[config.mk]
export PLATFORM = sky130hd
export DESIGN_NAME = ifu_pc_gen
export DESIGN_NICKNAME = d
export VERILOG_FILES = /design/src/rtl/ifu_pc_gen.sv
export SDC_FILE = /design/constraint.sdc
export NUM_CORES = 1
export LEC_CHECK = 0
export CAP_MARGIN = 20
export CORE_AREA = 2 2 128 130
export DETAILED_ROUTE_END_ITERATION = 10
export DIE_AREA = 0 0 130 132
export HOLD_SLACK_MARGIN = 0.08
export MAX_ROUTING_LAYER = met4
export PLACE_DENSITY_LB_ADDON = 0.05
export SYNTH_ARGS = -nofsm -noshare
export SYNTH_HDL_FRONTEND = slang
export SYNTH_SLANG_ARGS = --single-unit
[constraint.sdc]
create_clock -name clk -period 3.5 [get_ports clk]
set_clock_uncertainty 0.1 [all_clocks]
set_input_delay 0.7 -clock clk [delete_from_list [all_inputs] [get_ports clk]]
set_output_delay 0.7 -clock clk [all_outputs]
set_load 0.02 [all_outputs]
[src/rtl/ifu_pc_gen.sv]
// ifu_pc_gen: program-counter generation stage in front of instruction fetch.
// Advances the PC sequentially, applies trap and branch redirects (trap wins),
// and keeps the bus address stable while a fetch is outstanding. A redirect
// that arrives during a busy fetch is parked and applied when the access ends.
// The instruction returned in the meantime is flagged for kill.
module ifu_pc_gen #(
    parameter int                  ADDR_LEN  = 32,
    parameter logic [ADDR_LEN-1:0] RESET_VEC = '0,
    parameter int                  PC_INC    = 4
) (
    input  logic                clk,
    input  logic                rst_,
    input  logic                wait_,
    input  logic                stall_i,
    input  logic                redirect_en_i,
    input  logic [ADDR_LEN-1:0] redirect_pc_i,
    input  logic                trap_en_i,
    input  logic [ADDR_LEN-1:0] trap_pc_i,
    output logic [ADDR_LEN-1:0] pc_o,
    output logic                fetch_req_o,
    output logic                inst_kill_o
);

    typedef enum logic [1:0] {
        BOOT = 2'd0,
        RUN  = 2'd1,
        HOLD = 2'd2
    } state_t;

    localparam logic [ADDR_LEN-1:0] INC        = ADDR_LEN'(PC_INC);
    localparam logic [ADDR_LEN-1:0] ALIGN_MASK = ~ADDR_LEN'(3);

    state_t              state;
    logic [ADDR_LEN-1:0] pend_pc;
    logic                pend_vld;
    logic                pend_trap;

    logic [ADDR_LEN-1:0] trap_tgt;
    logic [ADDR_LEN-1:0] redir_tgt;
    logic [ADDR_LEN-1:0] live_tgt;
    logic                live_req;
    logic                advance;

    // Word-align redirect targets and pick the highest-priority live request.
    always_comb begin
        trap_tgt  = trap_pc_i & ALIGN_MASK;
        redir_tgt = redirect_pc_i & ALIGN_MASK;
        live_req  = trap_en_i | redirect_en_i;
        live_tgt  = trap_en_i ? trap_tgt : redir_tgt;
        advance   = fetch_req_o & wait_ & ~stall_i;
    end

    // PC, fetch-valid and pending-redirect state; redirects win over stall.
    // NOTE: every register here uses <= so all of them see the pre-edge values
    // of each other; a blocking = would let later lines read updated state.
    always_ff @(posedge clk or negedge rst_) begin
        if (!rst_) begin
            state       <= BOOT;
            pc_o        <= RESET_VEC;
            fetch_req_o <= 1'b0;
            // NOTE: pend_pc is reset as well even though pend_vld guards it, so a
            // reset in HOLD can never leak a stale target into the next run.
            pend_pc     <= '0;
            pend_vld    <= 1'b0;
            pend_trap   <= 1'b0;
        end else begin
            case (state)
                BOOT: begin
                    state       <= RUN;
                    fetch_req_o <= 1'b1;
                end

                RUN: begin
                    if (live_req) begin
                        if (wait_) begin
                            pc_o <= live_tgt;
                        end else begin
                            // Bus address must stay put; park the target.
                            pend_pc   <= live_tgt;
                            pend_vld  <= 1'b1;
                            pend_trap <= trap_en_i;
                            state     <= HOLD;
                        end
                    end else if (advance) begin
                        pc_o <= pc_o + INC;
                    end
                end

                HOLD: begin
                    if (wait_) begin
                        if (trap_en_i) begin
                            pc_o <= trap_tgt;
                        end else if (redirect_en_i && !pend_trap) begin
                            pc_o <= redir_tgt;
                        end else begin
                            pc_o <= pend_pc;
                        end
                        pend_vld  <= 1'b0;
                        pend_trap <= 1'b0;
                        state     <= RUN;
                    end else if (trap_en_i) begin
                        pend_pc   <= trap_tgt;
                        pend_trap <= 1'b1;
                    end else if (redirect_en_i && !pend_trap) begin
                        // A parked trap outranks any later branch.
                        pend_pc <= redir_tgt;
                    end
                end

                default: begin
                    state <= BOOT;
                end
            endcase
        end
    end

    // Kill the returning instruction while a redirect is parked (pend_vld is
    // set exactly while in HOLD) or whenever a live redirect arrives after BOOT.
    always_comb begin
        inst_kill_o = pend_vld | ((state != BOOT) & live_req);
    end

endmodule

==> metrics.txt <==
worst hold path type=input pin to asynchronous set/reset pin; critical path's most frequent cell=clkdlybuf4s50_1; Worst Path Buf+Inv=2; Clk network pwr share=17.9%; GRT Resource Usage Total=22.5%; Boundary Pins=104; sequential area share after synthesis=35.8%; post-synthesis cell count=614; Pwr Density=765 nW/um^2; starting density of the core=30.7%; die area=17,200 um^2; Critical Path Source=redirect_en_i; Primary FF master, synth=dfrtp_1; fmax=344 MHz; TritonCTS clock tree=yes; RSZ-0062 raised after global routing=no; CP peak stage delay=0.53 ns; EDFF count, synth=0; post-route ant nets=0; Die W=130 um; Diodes inserted=0; syn avg cell area=7.86 um^2; CTS resizes=0; Worst Path Max Fanout=2; Netlist Area Pre-Place=4830 um^2; placed cell area=6080 um^2; final net count=773; H-Tree Depth=3; Via Count=5,124; largest net degree at the start of global routing=70; register share of total power=33.0%; VDD IR max=0.000302 V; Worst-Margin Slew=0.831 ns; Worst slew margin=44.1%; fin crit period=2.91 ns; post-synthesis cell type count=64; CTS max path bufs=2; combinational fraction of design power=49.0%; Switch Pwr=2130 uW; Worst R2R Start=pc_o[9]; YS warnings=0; CTS Buf Count=9; flops & latches, synth=69; Post-Syn Nets=688; Worst Path Arrival=2.11 ns; Required @ worst endpoint=2.70 ns; type of origin of the critical path=input pin; cell family with most CP delay=buffers and inverters; Lkg Pwr=0.00246 uW; max-slew violations=0; grt ovf=0; Via density=5.57; Post-DP HPWL=12.8 mm; Wirelength per Cell=19.8 um; Fin. Hold Viols=0; Switching Fraction=43.8%; initial antenna violation count=0; first-pass GRT wire length=29.3 mm; WS Path Type=input pin to primary output; Clock transition at path regs=0.06 ns; Int Pwr=2730 uW; Pre-antenna DRT Iters=5; Non-Filler Instances=920; final setup violation count=0; final instance area=6360 um^2; period utilization=83.0%; Routed Wire Length=18.2 mm; Worst-Skew Late Latency=0.34 ns; most frequent cells in the layout=97 x clkdlybuf4s50_1, 90 x nand2_1, 69 x dfrtp_1; Worst setup EP type=primary output; Die H=132 um; slowest stage cell on the critical path=clkdlybuf4s50_1; status=finished, final reports clean; Max Cap Viol=0; # DRC=0; placed instance count=904; Post-CTS Setup Inserts=0; Core Region=15,700 um^2; share of cells above drive strength 1=9.52%; # hold bufs at CTS=0; routability-driven placement congestion ratio=0.840; # clock sinks=69; FFs w/ async S/R, synth=100%; IO Port Bufs=99; vias in the first global route=5,270; worst hold slack=0.267 ns; Area Growth Syn to Fin=31.7%; clock root buffer=clkbuf_16; critical path cell sequence=clkdlybuf4s50_1, or2_2, a21o_1, clkdlybuf4s50_1; Starting DRT DRC Count=439; setup TNS=0 ns; row count=46; most common cell after layout, fill and taps aside=clkdlybuf4s50_1
==> registers in the layout (all words and copies together), names as in the netlist <==
register	count
pend_pc	32
pend_trap	1
fetch_req_o	1
pend_vld	1
pc_o	32
state	2
==> metrics by stage <==
step           setup WS (ns)  utilization, %  total power (uW)
2_1_floorplan          0.897               -              2980
3_3_place_gp           0.588            38.7              3960
3_5_place_dp           0.582            38.7              4000
4_1_cts                0.582            40.5              4890
5_1_grt                0.548            40.5              5220
6_report               0.594            40.5              4860
==> kinds of logic after synthesis <==
logic type	after synthesis	synth area share (%)
and+or+nand+nor	225	21.4
AOI/OAI and AO/OA	233	31.9
DFF	69	35.8
xor gates and xnor gates	4	0.726
muxes	20	4.28
buffers and inverters	59	4.92
adders and majority gates	4	1.04
==> per-layer routing <==
metal  wire, um  GRT usage, %  part of all wire (%)
met2       8760          36.2                    48
met3        805          2.44                   4.4
met4        293          7.65                   1.6
met1       8350          29.5                    46
met5          0             -                     0
==> worst reg2reg max path: stages, from the launching register on <==
cell and delay, ns:
dfrtp_1 0.49, nand4_1 0.29, or4_1 0.82, nor2_2 0.33
a31oi_1 0.12, o32a_1 0.29
==> cell usage after synthesis, types with 2 or more instances <==
cell type	instances	share of area, %
o32a_2	2	0.47
a22oi_1	16	2.5
or3_1	2	0.26
nand2_1	90	7.0
xnor2_1	3	0.54
and2_1	2	0.26
mux2i_1	15	3.1
nand2b_1	10	1.3
a221oi_1	2	0.36
o31a_1	4	0.73
nor4_1	2	0.26
a31o_2	5	0.91
a21o_1	3	0.47
or2_2	3	0.39
a22o_1	3	0.54
mux2_2	5	1.2
o31ai_1	3	0.47
o21ai_0	57	5.9
dfrtp_1	69	36
buf_2	7	0.73
o2bb2ai_1	2	0.36
nor3_1	12	1.2
a311oi_1	3	0.54
o21a_1	8	1.2
a21oi_1	47	4.9
a211oi_1	9	1.4
buf_1	3	0.23
o22a_1	4	0.73
o22ai_1	6	0.78
a31oi_1	25	3.2
clkbuf_1	40	3.1
o32a_1	6	1.2
ha_1	4	1.0
nor2_1	56	4.4
nand3_1	23	2.4
o211a_1	3	0.62
inv_1	8	0.62
a211o_1	4	0.73
and3_1	5	0.65
o211ai_1	10	1.6
nand4_1	9	1.2
and4_2	2	0.41
==> path summary, 6_finish.rpt <==
path	slack, ns	cells after the start	endpoint
max	0.59	4	inst_kill_o
min	0.27	2	pend_pc[12]
max reg2reg	0.93	5	pc_o[17]
min reg2reg	0.37	2	pend_pc[4]
max in group asynchronous	2.67	2	pend_pc[23]
min in group clk	0.37	2	pend_pc[4]
==> layout make-up <==
cell class | instances | area, um^2
Fill cell | 1628 | 9360
Multi-Input combinational cell | 486 | 2870
Sequential cell | 69 | 1730
Timing Repair Buffer | 125 | 1190
Tap cell | 216 | 270
Clock buffer | 15 | 268
Inverter | 8 | 30.0
Clock inverter | 1 | 5.00
==> power groups by stage <==
stage,clock network [uW],registers [uW],logic (uW)
floorplan,0,1680,1310
global placement,0,1600,2360
detailed placement,0,1610,2390
CTS,894,1590,2400
global route,927,1670,2620
finish,872,1610,2380
Power figures use the tool's default switching activity.
